### src/rtl/router_pkg.sv
// Shared router constants, FSM state encoding and round-robin index helper.
package router_pkg;

    localparam int NUM_PORTS = 8;
    localparam int ADDR_W    = 4;
    localparam int PAYLOAD_W = 32;
    localparam int IDX_W     = $clog2(NUM_PORTS);

    typedef enum logic [1:0] {
        IDLE = 2'd0,
        SEND = 2'd1,
        GAP  = 2'd2
    } state_e;

    // Next index after idx, wrapping back to 0 after the last port.
    function automatic logic [IDX_W-1:0] rr_next(input logic [IDX_W-1:0] idx);
        if (idx == IDX_W'(NUM_PORTS - 1)) begin
            return '0;
        end
        return idx + 1'b1;
    endfunction

endpackage

### src/rtl/portout_arb_rr_arb8.sv
// Combinational 8-way round-robin picker: first requester after last_grant wins.
module rr_arb8
    import router_pkg::*;
(
    input  logic [NUM_PORTS-1:0] req_i,
    input  logic [IDX_W-1:0]     last_grant_i,
    output logic [NUM_PORTS-1:0] winner_o,
    output logic [IDX_W-1:0]     winner_idx_o,
    output logic                 any_o
);

    logic [IDX_W-1:0] cand;
    logic             found;

    always_comb begin
        winner_o     = '0;
        winner_idx_o = last_grant_i;
        any_o        = |req_i;
        cand         = last_grant_i;
        found        = 1'b0;
        // Walk the ring once starting just after the previous winner.
        for (int k = 0; k < NUM_PORTS; k++) begin
            cand = rr_next(cand);
            if (!found && req_i[cand]) begin
                found          = 1'b1;
                winner_o[cand] = 1'b1;
                winner_idx_o   = cand;
            end
        end
    end

endmodule

### src/rtl/portout_arb.sv
// Output-port arbiter: buffers one matching packet per input, picks round-robin, sends LSB first.
// Optional saturating sent-packet counter enabled by PORTOUT_ARB_PKT_COUNT_EN.
module portout_arb #(
    parameter int NUM_IN    = 8,
    parameter int ADDR_W    = 4,
    parameter int PAYLOAD_W = 32,
    parameter int PORT_ID   = 0
) (
    input  logic                          clock,
    input  logic                          reset_n,
    input  logic [NUM_IN-1:0]             req_vld,
    input  logic [NUM_IN*ADDR_W-1:0]      req_addr,
    input  logic [NUM_IN*PAYLOAD_W-1:0]   req_payload,
    output logic [NUM_IN-1:0]             grant,
    output logic [NUM_IN-1:0]             drop,
    output logic                          frameo_n,
    output logic                          valido_n,
    output logic                          dout,
    output logic                          busy,
    output logic [15:0]                   pkt_count
);
    import router_pkg::state_e;
    import router_pkg::IDLE;
    import router_pkg::SEND;
    import router_pkg::GAP;
    import router_pkg::IDX_W;

    localparam int CNT_W = $clog2(PAYLOAD_W + 1);

    state_e                 state_q;
    logic [IDX_W-1:0]       last_grant_q;
    logic [PAYLOAD_W-1:0]   shift_q;
    logic [CNT_W-1:0]       bit_cnt_q;
    logic                   frameo_n_q;
    logic                   valido_n_q;
    logic                   dout_q;
    logic                   busy_q;
    logic [NUM_IN-1:0]      grant_q;
    logic [NUM_IN-1:0]      drop_q;
    logic [NUM_IN-1:0]      drop_d;
    logic [NUM_IN-1:0]      pending_q;
    logic [NUM_IN-1:0]      pending_d;
    logic [PAYLOAD_W-1:0]   slot_q [NUM_IN];

    logic [NUM_IN-1:0]      match;
    logic [NUM_IN-1:0]      store;
    logic [NUM_IN-1:0]      grant_now;
    logic [NUM_IN-1:0]      winner;
    logic [IDX_W-1:0]       winner_idx;
    logic                   any_req;

    rr_arb8 u_rr (
        .req_i        (pending_q),
        .last_grant_i (last_grant_q),
        .winner_o     (winner),
        .winner_idx_o (winner_idx),
        .any_o        (any_req)
    );

    assign grant_now = (state_q == IDLE && any_req) ? winner : '0;

    // A slot being granted this edge frees up in time to take a new packet.
    always_comb begin
        match     = '0;
        store     = '0;
        drop_d    = '0;
        pending_d = pending_q & ~grant_now;
        for (int i = 0; i < NUM_IN; i++) begin
            match[i] = req_vld[i] && (req_addr[i*ADDR_W +: ADDR_W] == ADDR_W'(PORT_ID));
            if (match[i]) begin
                if (!pending_q[i] || grant_now[i]) begin
                    store[i]     = 1'b1;
                    pending_d[i] = 1'b1;
                end else begin
                    drop_d[i] = 1'b1;
                end
            end
        end
    end

    always_ff @(posedge clock) begin
        if (!reset_n) begin
            pending_q <= '0;
            drop_q    <= '0;
        end else begin
            pending_q <= pending_d;
            drop_q    <= drop_d;
        end
    end

    always_ff @(posedge clock) begin
        for (int i = 0; i < NUM_IN; i++) begin
            if (store[i]) begin
                slot_q[i] <= req_payload[i*PAYLOAD_W +: PAYLOAD_W];
            end
        end
    end

    // bit_cnt_q counts bits already on the line; bit 0 leaves with the grant.
    always_ff @(posedge clock) begin
        if (!reset_n) begin
            state_q      <= IDLE;
            last_grant_q <= IDX_W'(NUM_IN - 1);
            shift_q      <= '0;
            bit_cnt_q    <= '0;
            frameo_n_q   <= 1'b1;
            valido_n_q   <= 1'b1;
            dout_q       <= 1'b0;
            busy_q       <= 1'b0;
            grant_q      <= '0;
        end else begin
            grant_q <= grant_now;
            case (state_q)
                IDLE: begin
                    if (any_req) begin
                        shift_q      <= slot_q[winner_idx] >> 1;
                        dout_q       <= slot_q[winner_idx][0];
                        valido_n_q   <= 1'b0;
                        frameo_n_q   <= (PAYLOAD_W == 1);
                        bit_cnt_q    <= CNT_W'(1);
                        last_grant_q <= winner_idx;
                        busy_q       <= 1'b1;
                        state_q      <= SEND;
                    end else begin
                        frameo_n_q <= 1'b1;
                        valido_n_q <= 1'b1;
                        dout_q     <= 1'b0;
                    end
                end
                SEND: begin
                    if (bit_cnt_q == CNT_W'(PAYLOAD_W)) begin
                        frameo_n_q <= 1'b1;
                        valido_n_q <= 1'b1;
                        dout_q     <= 1'b0;
                        busy_q     <= 1'b0;
                        state_q    <= GAP;
                    end else begin
                        dout_q     <= shift_q[0];
                        shift_q    <= shift_q >> 1;
                        valido_n_q <= 1'b0;
                        frameo_n_q <= (bit_cnt_q == CNT_W'(PAYLOAD_W - 1));
                        bit_cnt_q  <= bit_cnt_q + 1'b1;
                    end
                end
                GAP: begin
                    frameo_n_q <= 1'b1;
                    valido_n_q <= 1'b1;
                    dout_q     <= 1'b0;
                    state_q    <= IDLE;
                end
                default: begin
                    state_q <= IDLE;
                end
            endcase
        end
    end

    assign grant    = grant_q;
    assign drop     = drop_q;
    assign frameo_n = frameo_n_q;
    assign valido_n = valido_n_q;
    assign dout     = dout_q;
    assign busy     = busy_q;

`ifdef PORTOUT_ARB_PKT_COUNT_EN
    logic        send_done;
    logic [15:0] pkt_count_q;
    logic [15:0] pkt_count_d;

    assign send_done = (state_q == SEND) && (bit_cnt_q == CNT_W'(PAYLOAD_W));

    always_comb begin
        pkt_count_d = pkt_count_q;
        if (send_done && pkt_count_q != 16'hFFFF) begin
            pkt_count_d = pkt_count_q + 16'd1;
        end
    end

    always_ff @(posedge clock) begin
        if (!reset_n) begin
            pkt_count_q <= '0;
        end else begin
            pkt_count_q <= pkt_count_d;
        end
    end

    assign pkt_count = pkt_count_q;
`else
    assign pkt_count = '0;
`endif

endmodule

### config.mk
export PLATFORM = sky130hd
export DESIGN_NAME = portout_arb
export DESIGN_NICKNAME = d
export VERILOG_FILES = /design/src/rtl/router_pkg.sv /design/src/rtl/portout_arb_rr_arb8.sv /design/src/rtl/portout_arb.sv
export SDC_FILE = /design/constraint.sdc
export NUM_CORES = 1
export LEC_CHECK = 0
export ABC_AREA = 1
export ABC_CLOCK_PERIOD_IN_PS = 7200
export CAP_MARGIN = 20
export CORE_MARGIN = 5
export CORE_UTILIZATION = 46
export CTS_CLUSTER_SIZE = 12
export DETAILED_ROUTE_END_ITERATION = 12
export PLACE_DENSITY_LB_ADDON = 0.1
export SYNTH_ARGS = -nofsm -noshare
export SYNTH_HDL_FRONTEND = slang
export SYNTH_SLANG_ARGS = --single-unit
### constraint.sdc
create_clock -name clock -period 7.2 [get_ports clock]
set_input_delay 0.72 -clock clock [delete_from_list [all_inputs] [get_ports clock]]
set_output_delay 0.72 -clock clock [all_outputs]
set_load 0.005 [all_outputs]
* Yosys cells after proc, flatten, opt, wreduce, memory -nomap -nowiden *
Memory sizes are Yosys's and may differ from the RTL's.
Cells that the tools add are included.

storage, ports and cells
  memories = 1
  word-level logic and storage cells = 295
  input bits = 298
  RAM bits = 256
  register bits after elaboration = 71

memories
  memory  words  bits a word  read ports  clocked after memory_dff  write ports  RTL line           source
  slot_q  8      32           1           0                         8            portout_arb.sv:43  logic [PAYLOAD_W-1:0] slot_q [NUM_IN];

cells by class
  $lt $le $gt $ge = 16
  multiplexer cells = 156
  bitwise logic cells = 9
  equal/unequal tests = 15
  add/subtract/negate cells = 9
  reduce and logical (&&, ||, !) cells = 71

operators with widths
  cell                                                        number
  two-way mux 1 bit                                           94
  two-way mux 3 bit                                           24
  two-way mux 8 bit                                           9
  two-way mux 32 bit                                          2
  case mux 32 bit (2 select lines)                            1
  bitwise OR 8 bit                                            7
  zero test 4 bit                                             8
  less-than comparator 3 x 4 -> 1 bit, second input constant  8
  adder 3 x 1 -> 3 bit, second input constant                 8
  binary-select mux 1 bit (select 3 bit)                      8
  demux 1 bit (select 3 bit)                                  8
  equality test 3 bit, second input constant                  8
  >= comparator 3 x 1 -> 1 bit, second input constant         8
  logical AND 1 bit                                           24
  AND reduction 2 bit                                         10
  zero test 1 bit                                             15
  two-way mux 6 bit                                           2
  case mux 6 bit (2 select lines)                             1
  case mux 1 bit (3 select lines)                             3
  bitwise AND 8 bit                                           1
  logical OR 1 bit                                            8
  inverter 8 bit                                              1
  OR reduction 8 bit                                          1
  adder 6 x 1 -> 6 bit, second input constant                 1
  other kinds (12)                                            16

* Depth between registers and ports, before layout *
Gate-level depths: netlist of run 1.

  depth after elaboration = 36
  mapped depth = 30

* Cells and area by module *
A second synthesis of run 1 with hierarchy kept.

unflattened totals
  cell total of the unflattened synthesis = 1821
  area total of the unflattened synthesis = 15810.2 um2

by module, submodules not included
  module       cells an instance  times used  area each (um2)  sequential area each (um2)
  portout_arb  1481               1           14084.8          9088.7
  rr_arb8      340                1           1725.4           0.0

* Least setup slack after synthesis of run 1 *
Ideal clock, no wire load.

  path kind = flip-flop to flip-flop
  start point = reg last_grant_q[1]
  end point = mem slot_q[0][0] (enable)
  library setup time = 0.470 ns
  required time = 6.730 ns
  cell stages (with the launch flop) = 23
  path slack = 1.329 ns
  arrival time = 5.400 ns
  buffers on the path = 3
  cells stage by stage = dfxtp_1 > ha_1 > ha_1 > inv_2 > nand2_2 > buf_6 > clkbuf_1 > ha_1 > or2_1 > nand2_2 > inv_2 > nand2_2 > nand2_2 > nand2_1 > o21ai_4 > nor2_8 > nand3_2 > nor2b_1 > buf_4 > inv_1 > o211ai_1 > nand2_1 > a21boi_0

RTL lines
  element                 RTL line            source
  start, declared         portout_arb.sv:31   logic [IDX_W-1:0] last_grant_q;
  start signal, assigned  portout_arb.sv:103  last_grant_q <= IDX_W'(NUM_IN - 1);
  start signal, assigned  portout_arb.sv:121  last_grant_q <= winner_idx;
  end, declared           portout_arb.sv:43

* Worst setup path after layout of run 1 *
  start point = reg last_grant_q[0]
  end point = reg shift_q[1]

between the ends
  longest elaborated chain between the ends = 31
  elaborated cells between the ends (all ways) = 80
  those cells by class = add/sub (8); eq/ne (8); mux (49); reduce/logical (14); memory (1)

ends and longest elaborated chain
  element                                                                        RTL line                   source
  parallel branches: the longest is 27 deep, another holds adder 3 x 1 -> 3 bit  -
  two-way mux 3 bit (*)                                                          portout_arb_rr_arb8.sv:24  if (!found && req_i[cand]) begin
  memory (8 x 32 bit) (*)                                                        -
  two-way mux 32 bit (*)                                                         portout_arb.sv:115         if (any_req) begin
  case mux 32 bit (2 select lines) (*)                                           portout_arb.sv:113         case (state_q)
  end signal, assigned                                                           portout_arb.sv:116         shift_q <= slot_q[winner_idx] >> 1;
  end signal, assigned                                                           portout_arb.sv:139         shift_q <= shift_q >> 1;
  end, declared                                                                  portout_arb.sv:32          logic [PAYLOAD_W-1:0] shift_q;

Mark *: on every way between the ends. The select of a mux whose other input is x is not followed.
A chain may end at the register's enable or synchronous reset.

==> results.txt, run 1 <==
placed instance count -> 2329
Yosys reg bits -> 326
minimum clock period -> 5.84 ns
vias per cell -> 5.26
I/O pins -> 334
root buf cell -> clkbuf_16
YS warnings -> 0
Final Non-Filler Cells -> 2396
Slew Limit Fails -> 0
DR WL/cell -> 20.1 µm
Clk pin slew, worst setup/hold paths -> 0.06 ns
hold path start -> valido_n$_SDFFE_PN1P_
global route overflow -> 0
CTS tree -> yes
final setup margin -> 1.36 ns
Setup CP Type -> reg2reg
RSZ-0062 raised after global routing -> no
Horiz. Die Dim -> 193 µm
setup TNS -> 0 ns
most common flop cell mapped by yosys -> edfxtp_1
worst-path cell chain -> ha_1, ha_1, nor2_2, ha_1, nand2_1, nand2_2, inv_2, nand2_2, nand2_2, nand2_1, o21ai_4, nor2_8, nand3_2, nor2b_1, nor2_1, nand2_4, nand2_4, buf_12, nand2_1, nand3_1, nand3_1, nand3_1, a21oi_1
Post-synth EDFFs -> 256
final WL -> 48200 µm
syn avg cell area -> 9.52 µm²
Max Cap Viol -> 0
CP required -> 7.66 ns
Layout Nets -> 2234
vias after detailed routing -> 12.6k
# diodes -> 0
pre-CTS WS -> 1.46 ns
Hold-fix buffers, CTS -> 0
post-CTS resize count -> 0
synth unique cells -> 52
core box area -> 0.0334 mm²
CP delay by family, top -> simple AND/OR/NAND/NOR gates
Hold Crit Class -> reg2reg
deepest clock path buffer count -> 3
DRC viols -> 0
IO buf count -> 317
total die area -> 0.0374 mm²
layout cells sized above 1 -> 0.0626
Critical Path Source -> last_grant_q[0]$_SDFFE_PN1P_
Final Hold Viols -> 0
TritonCTS sink count -> 326
final period utilization -> 0.811
vias in the first global route -> 12.6k
CP max stage delay -> 0.64 ns
Post-Route Skew -> 0.0273 ns
Setup crit start kind -> flip-flop
reg-to-reg startpoint -> last_grant_q[0]$_SDFFE_PN1P_
met2 usage -> 0.437
Die H -> 193 µm
CP endpoint kind -> flip-flop
Cells after Synth -> 1627
Clk Latency, worst-skew pair -> 0.54 ns
# rows -> 67
Synth async-reset ratio -> 0
Worst slew margin -> 0.283
sequential area share after synthesis -> 0.587
postcts setup bufs -> 0
H-tree Lvls -> 2
Data arrival, critical path -> 6.30 ns
initial antenna violation count -> 0
Initial DRC Count -> 1045
Critical Path Slowest Stage Cell -> nand2_4
Most Crowded Layer GR -> met2
GRT Overall Usage -> 0.249
Mapped Area -> 0.0155 mm²
final-report setup violation count -> 0
FILL cells -> 2863
Slew @ Worst Pin -> 1.07 ns
WP buf/inv -> 2
largest net degree at the start of global routing -> 105
cts bufs inserted -> 36
Initial Util -> 0.464
first drt pass iteration count -> 6
met1 Usage GRT -> 0.321
first-pass GRT wire length -> 73800 µm
Detail Placement HPWL -> 34400 µm
Worst Path Max Fanout -> 85
met3 Usage GRT -> 0.0384
Placer Congestion -> 0.924
Layout area overhead -> 30.9%
status -> completed
antenna viol nets, final -> 0
fmax -> 0.171 GHz
[metal layers]
metal  share of wire  vias up
met3           0.057       86
met4           0.028        0
li1                -     6066
met2            0.50      460
met5               0        -
met1            0.41     5983
[layout by cell type (no fill, tap or decap), types with 8 or more instances in the layout]
cell               n
a21oi_1           65
buf_4             18
clkbuf_1          17
clkbuf_16         37
clkdlybuf4s50_1  317
conb_1            16
dfxtp_1           70
edfxtp_1         256
ha_1              15
inv_1            222
inv_2             15
nand2_1          269
nand2_2            9
nand3_1          292
nand3b_1          95
nand4_1            8
nor2_1            74
o21ai_0           56
[cell type report]
| type | instances | area, µm² | area share |
|---|---|---|---|
| Timing Repair Buffer | 341 | 3410 | 0.168 |
| Tap cell | 448 | 561 | 0.0277 |
| Clock inverter | 5 | 88.8 | 0.00438 |
| Clock buffer | 60 | 1070 | 0.0529 |
| Inverter | 238 | 893 | 0.0441 |
| Multi-Input combinational cell | 978 | 5150 | 0.254 |
| Sequential cell | 326 | 9090 | 0.448 |
[stage by stage]
stage               area, µm²  hold slack [ns]  utilization
floorplan               15500            0.445            -
global placement        19000            0.440        0.570
detailed placement      19100            0.444        0.571
CTS                     20200            0.477        0.606
global route            20300            0.504        0.608
finish                  20300            0.473        0.608
[cell families after synthesis]
kind of cell	Yosys count	share of synthesized area
simple gates	782	0.248
buf+inv	338	0.0922
flops	326	0.587
compound gates	164	0.0602
fa+ha+maj	15	0.0121
xor+xnor	1	0.000566
other cells	1	0.000242
[path summary, 6_finish.rpt]
kind                            depth (start not counted)                       to  slack (ns)
worst max-delay path                                   23  shift_q[1]$_SDFFE_PN0P_        1.36
worst min-delay path                                    2    valido_n$_SDFFE_PN1P_        0.47
worst max register to register                         23  shift_q[1]$_SDFFE_PN0P_        1.36
worst min register to register                          2    valido_n$_SDFFE_PN1P_        0.47
[cells in the mapped netlist (all sizes together), types with 2 or more instances]
| cell | n | area (µm²) |
|---|---|---|
| a211oi | 2 | 15.0 |
| a21boi | 7 | 52.6 |
| a21oi | 67 | 339 |
| a22o | 2 | 17.5 |
| a32oi | 3 | 26.3 |
| and3 | 4 | 25.0 |
| buf | 79 | 455 |
| clkbuf | 21 | 78.8 |
| dfxtp | 70 | 1400 |
| edfxtp | 256 | 7690 |
| ha | 15 | 188 |
| inv | 237 | 890 |
| nand2 | 281 | 1080 |
| nand3 | 296 | 1510 |
| nand3b | 95 | 713 |
| nand4 | 9 | 71.3 |
| nor2 | 82 | 349 |
| nor3 | 8 | 40.0 |
| nor3b | 3 | 22.5 |
| nor4 | 2 | 12.5 |
| o2111ai | 3 | 26.3 |
| o211ai | 2 | 15.0 |
| o21ai | 61 | 317 |
| o221ai | 2 | 17.5 |
| o22ai | 7 | 43.8 |
| o41ai | 2 | 17.5 |
[registers in the layout (all words and copies together), names as in the netlist, 2 cells and up]
| register | count |
|---|---|
| bit_cnt_q | 6 |
| grant | 8 |
| last_grant_q | 3 |
| state_q | 2 |
| shift_q | 31 |
| slot_q | 256 |
| drop | 8 |
| pending_q | 8 |
[worst min-delay path, delay by kind of cell (launching register included)]
family        cells  cell delay (ns)
simple gates      2             0.12
flops             1             0.31
Power of run 1 is left out: the tool's default activity adds up to more than one toggle a clock period on the data nets, which glitch-free logic cannot reach.
==> run 2: changes to the inputs <==
- ABC_CLOCK_PERIOD_IN_PS: 7200 -> 5780
- clock period: 7.2 -> 5.78 ns (I/O delays scaled with it)
==> results.txt, run 2 (synthesized netlist as in run 1, its figures left out) <==
DR WL/cell -> 19.9 µm (was 20.1 µm)
Hold Crit Depth -> 2 (unchanged)
R2R depth -> 19 (was 23)
FILL cells -> 2820 (was 2863)
H-tree Lvls -> 2 (unchanged)
Top reg by flops -> slot_q (unchanged)
# diodes -> 0 (unchanged)
Worst slew margin -> 0.287 (was 0.283)
I/O pins -> 334 (unchanged)
Clk pin slew, worst setup/hold paths -> 0.06 ns (about the same)
layout cells sized above 1 -> 0.0713 (was 0.0626)
WHS Endpoint -> valido_n$_SDFFE_PN1P_ (unchanged)
Horiz. Die Dim -> 193 µm (unchanged)
Worst Path Max Fanout -> 90 (was 85)
RSZ-0062 raised after global routing -> no (unchanged)
Hold-fix buffers, CTS -> 0 (unchanged)
Die H -> 193 µm (unchanged)
Top Registers -> slot_q x256, shift_q x31 (unchanged)
cts bufs inserted -> 37 (was 36)
Setup crit start kind -> flip-flop (unchanged)
largest net degree at the start of global routing -> 129 (was 105)
minimum clock period -> 5.29 ns (was 5.84 ns)
WP buf/inv -> 3 (was 2)
postcts setup bufs -> 0 (unchanged)
deepest clock path buffer count -> 3 (unchanged)
CP required -> 6.17 ns (was 7.66 ns)
final period utilization -> 0.915 (was 0.811)
CTS tree -> yes (unchanged)
core box area -> 0.0334 mm² (unchanged)
IO buf count -> 317 (unchanged)
initial antenna violation count -> 1 (was 0)
worst r2r dst -> shift_q[29]$_SDFFE_PN0P_ (was shift_q[1]$_SDFFE_PN0P_)
most common cell after layout, fill and taps aside -> clkdlybuf4s50_1 (unchanged)
Initial DRC Count -> 943 (was 1045)
Slew @ Worst Pin -> 1.07 ns (about the same)
max reg flops -> 256 (unchanged)
CP most frequent cell -> nand3_1
root buf cell -> clkbuf_16 (unchanged)
CP max stage delay -> 0.75 ns (was 0.64 ns)
Worst path depth -> 19 (was 23)
vias per cell -> 5.22 (was 5.26)
Clk Latency, worst-skew pair -> 0.53 ns (was 0.54 ns)
setup TNS -> 0 ns (unchanged)
fmax -> 0.189 GHz (was 0.171 GHz)
first-pass GRT wire length -> 73800 µm (about the same)
post-CTS resize count -> 0 (unchanged)
worst-path cell chain -> ha_1, ha_1, nor2_2, ha_1, inv_1, nand3_1, o21a_1, o21ai_4, nor2_8, nand3_2, nor2b_1, nand2_4, buf_4, buf_4, nand3b_1, nand3_1, nand3_1, nand3_1, a21oi_1 (was ha_1, ha_1, nor2_2, ha_1, nand2_1, nand2_2, inv_2, nand2_2, nand2_2, nand2_1, o21ai_4, nor2_8, nand3_2, nor2b_1, nor2_1, nand2_4, nand2_4, buf_12, nand2_1, nand3_1, nand3_1, nand3_1, a21oi_1)
CP delay by family, top -> buffers and inverters (was simple AND/OR/NAND/NOR gates)
vias in the first global route -> 12.4k (was 12.6k)
Register Area -> 0.00909 mm² (unchanged)
antenna viol nets, final -> 0 (unchanged)
hold path start -> valido_n$_SDFFE_PN1P_ (unchanged)
final WL -> 48000 µm (was 48200 µm)
Data arrival, critical path -> 5.68 ns (was 6.30 ns)
total die area -> 0.0374 mm² (unchanged)
reg-to-reg startpoint -> last_grant_q[0]$_SDFFE_PN1P_ (unchanged)
# rows -> 67 (unchanged)
Placer Congestion -> 0.892 (was 0.924)
Detail Placement HPWL -> 35200 µm (was 34400 µm)
Layout area overhead -> 31.9% (was 30.9%)
Critical Path Slowest Stage Cell -> buf_4 (was nand2_4)
Setup CP Type -> reg2reg (unchanged)
Post-Route Skew -> 0.0150 ns (was 0.0273 ns)
Final Hold Viols -> 0 (unchanged)
Multi-input gate area -> 0.00515 mm² (unchanged)
first drt pass iteration count -> 5 (was 6)
Max Cap Viol -> 0 (unchanged)
status -> completed (unchanged)
CP endpoint kind -> flip-flop (unchanged)
most frequent cells in the layout -> 317 x clkdlybuf4s50_1, 292 x nand3_1, 269 x nand2_1, 256 x edfxtp_1, 222 x inv_1 (unchanged)
GRT Overall Usage -> 0.249 (about the same)
Initial Util -> 0.464 (unchanged)
Slew Limit Fails -> 0 (unchanged)
Layout Nets -> 2247 (was 2234)
DRC viols -> 0 (unchanged)
Hold Crit Class -> reg2reg (unchanged)
global route overflow -> 0 (unchanged)
TritonCTS sink count -> 326 (unchanged)
final-report setup violation count -> 0 (unchanged)
R2R Setup Slk -> 0.49 ns (was 1.36 ns)
vias after detailed routing -> 12.6k (about the same)
run 2: cell types whose count changed in the layout (fill, tap and decap cells not counted), moves of 2 or more:
| cell | change |
|---|---|
| buf_12 | +2 |
| clkbuf_16 | +4 |
| buf_4 | +12 |
| clkinv_2 | +4 |
| clkbuf_8 | -2 |
| clkbuf_1 | -5 |
| clkinv_1 | +2 |
run 2: per-stage QoR:
stage	instances	hold slack, ns	utilization	setup WS (ns)	area, µm²
final	2411	0.462	0.612	0.494	20400
after global routing	2411	0.495	0.612	0.115	20400
after CTS	2410	0.464	0.612	0.615	20400
after detailed placement	2342	0.455	0.575	0.626	19200
after global placement	2342	0.438	0.575	0.724	19200
after floorplan	1642	0.445	-	0.0328	15500
run 2: area by class of cell:
class	instances	area share
clock buffer	58	0.0555
multi-input combinational	978	0.252
inverter	238	0.0438
timing repair buffer	353	0.172
tap	448	0.0275
sequential	326	0.445
clock inverter	10	0.00386
run 2: layer usage:
layer / GRT usage / wire (µm) / vias to the layer above / part of all wire
li1: - / - / 6089 / -
met1: 0.328 / 19900 / 5888 / 0.41
met2: 0.425 / 23600 / 523 / 0.49
met3: 0.0426 / 3170 / 72 / 0.066
met4: 0.0719 / 1310 / 2 / 0.027
met5: 0 / 13 / - / 0.00027
run 2: worst max path at each step:
stage	endpoint	slack, ns	startpoint
6_report	shift_q[29]$_SDFFE_PN0P_	0.49	last_grant_q[0]$_SDFFE_PN1P_
2_1_floorplan	slot_q[2][0]$_DFFE_PP_	0.03	last_grant_q[1]$_SDFFE_PN1P_
5_1_grt	shift_q[29]$_SDFFE_PN0P_	0.12	last_grant_q[0]$_SDFFE_PN1P_
4_1_cts	slot_q[3][3]$_DFFE_PP_	0.61	last_grant_q[0]$_SDFFE_PN1P_
3_5_place_dp	slot_q[3][10]$_DFFE_PP_	0.63	last_grant_q[0]$_SDFFE_PN1P_
3_3_place_gp	slot_q[3][14]$_DFFE_PP_	0.72	last_grant_q[0]$_SDFFE_PN1P_
run 2: tightest hold or removal path, stage by stage, from the launching register on:
cell,delay [ns]
dfxtp_1,0.31
nand2_1,0.06
nand2_1,0.04
Power of run 2 is left out for the same reason.
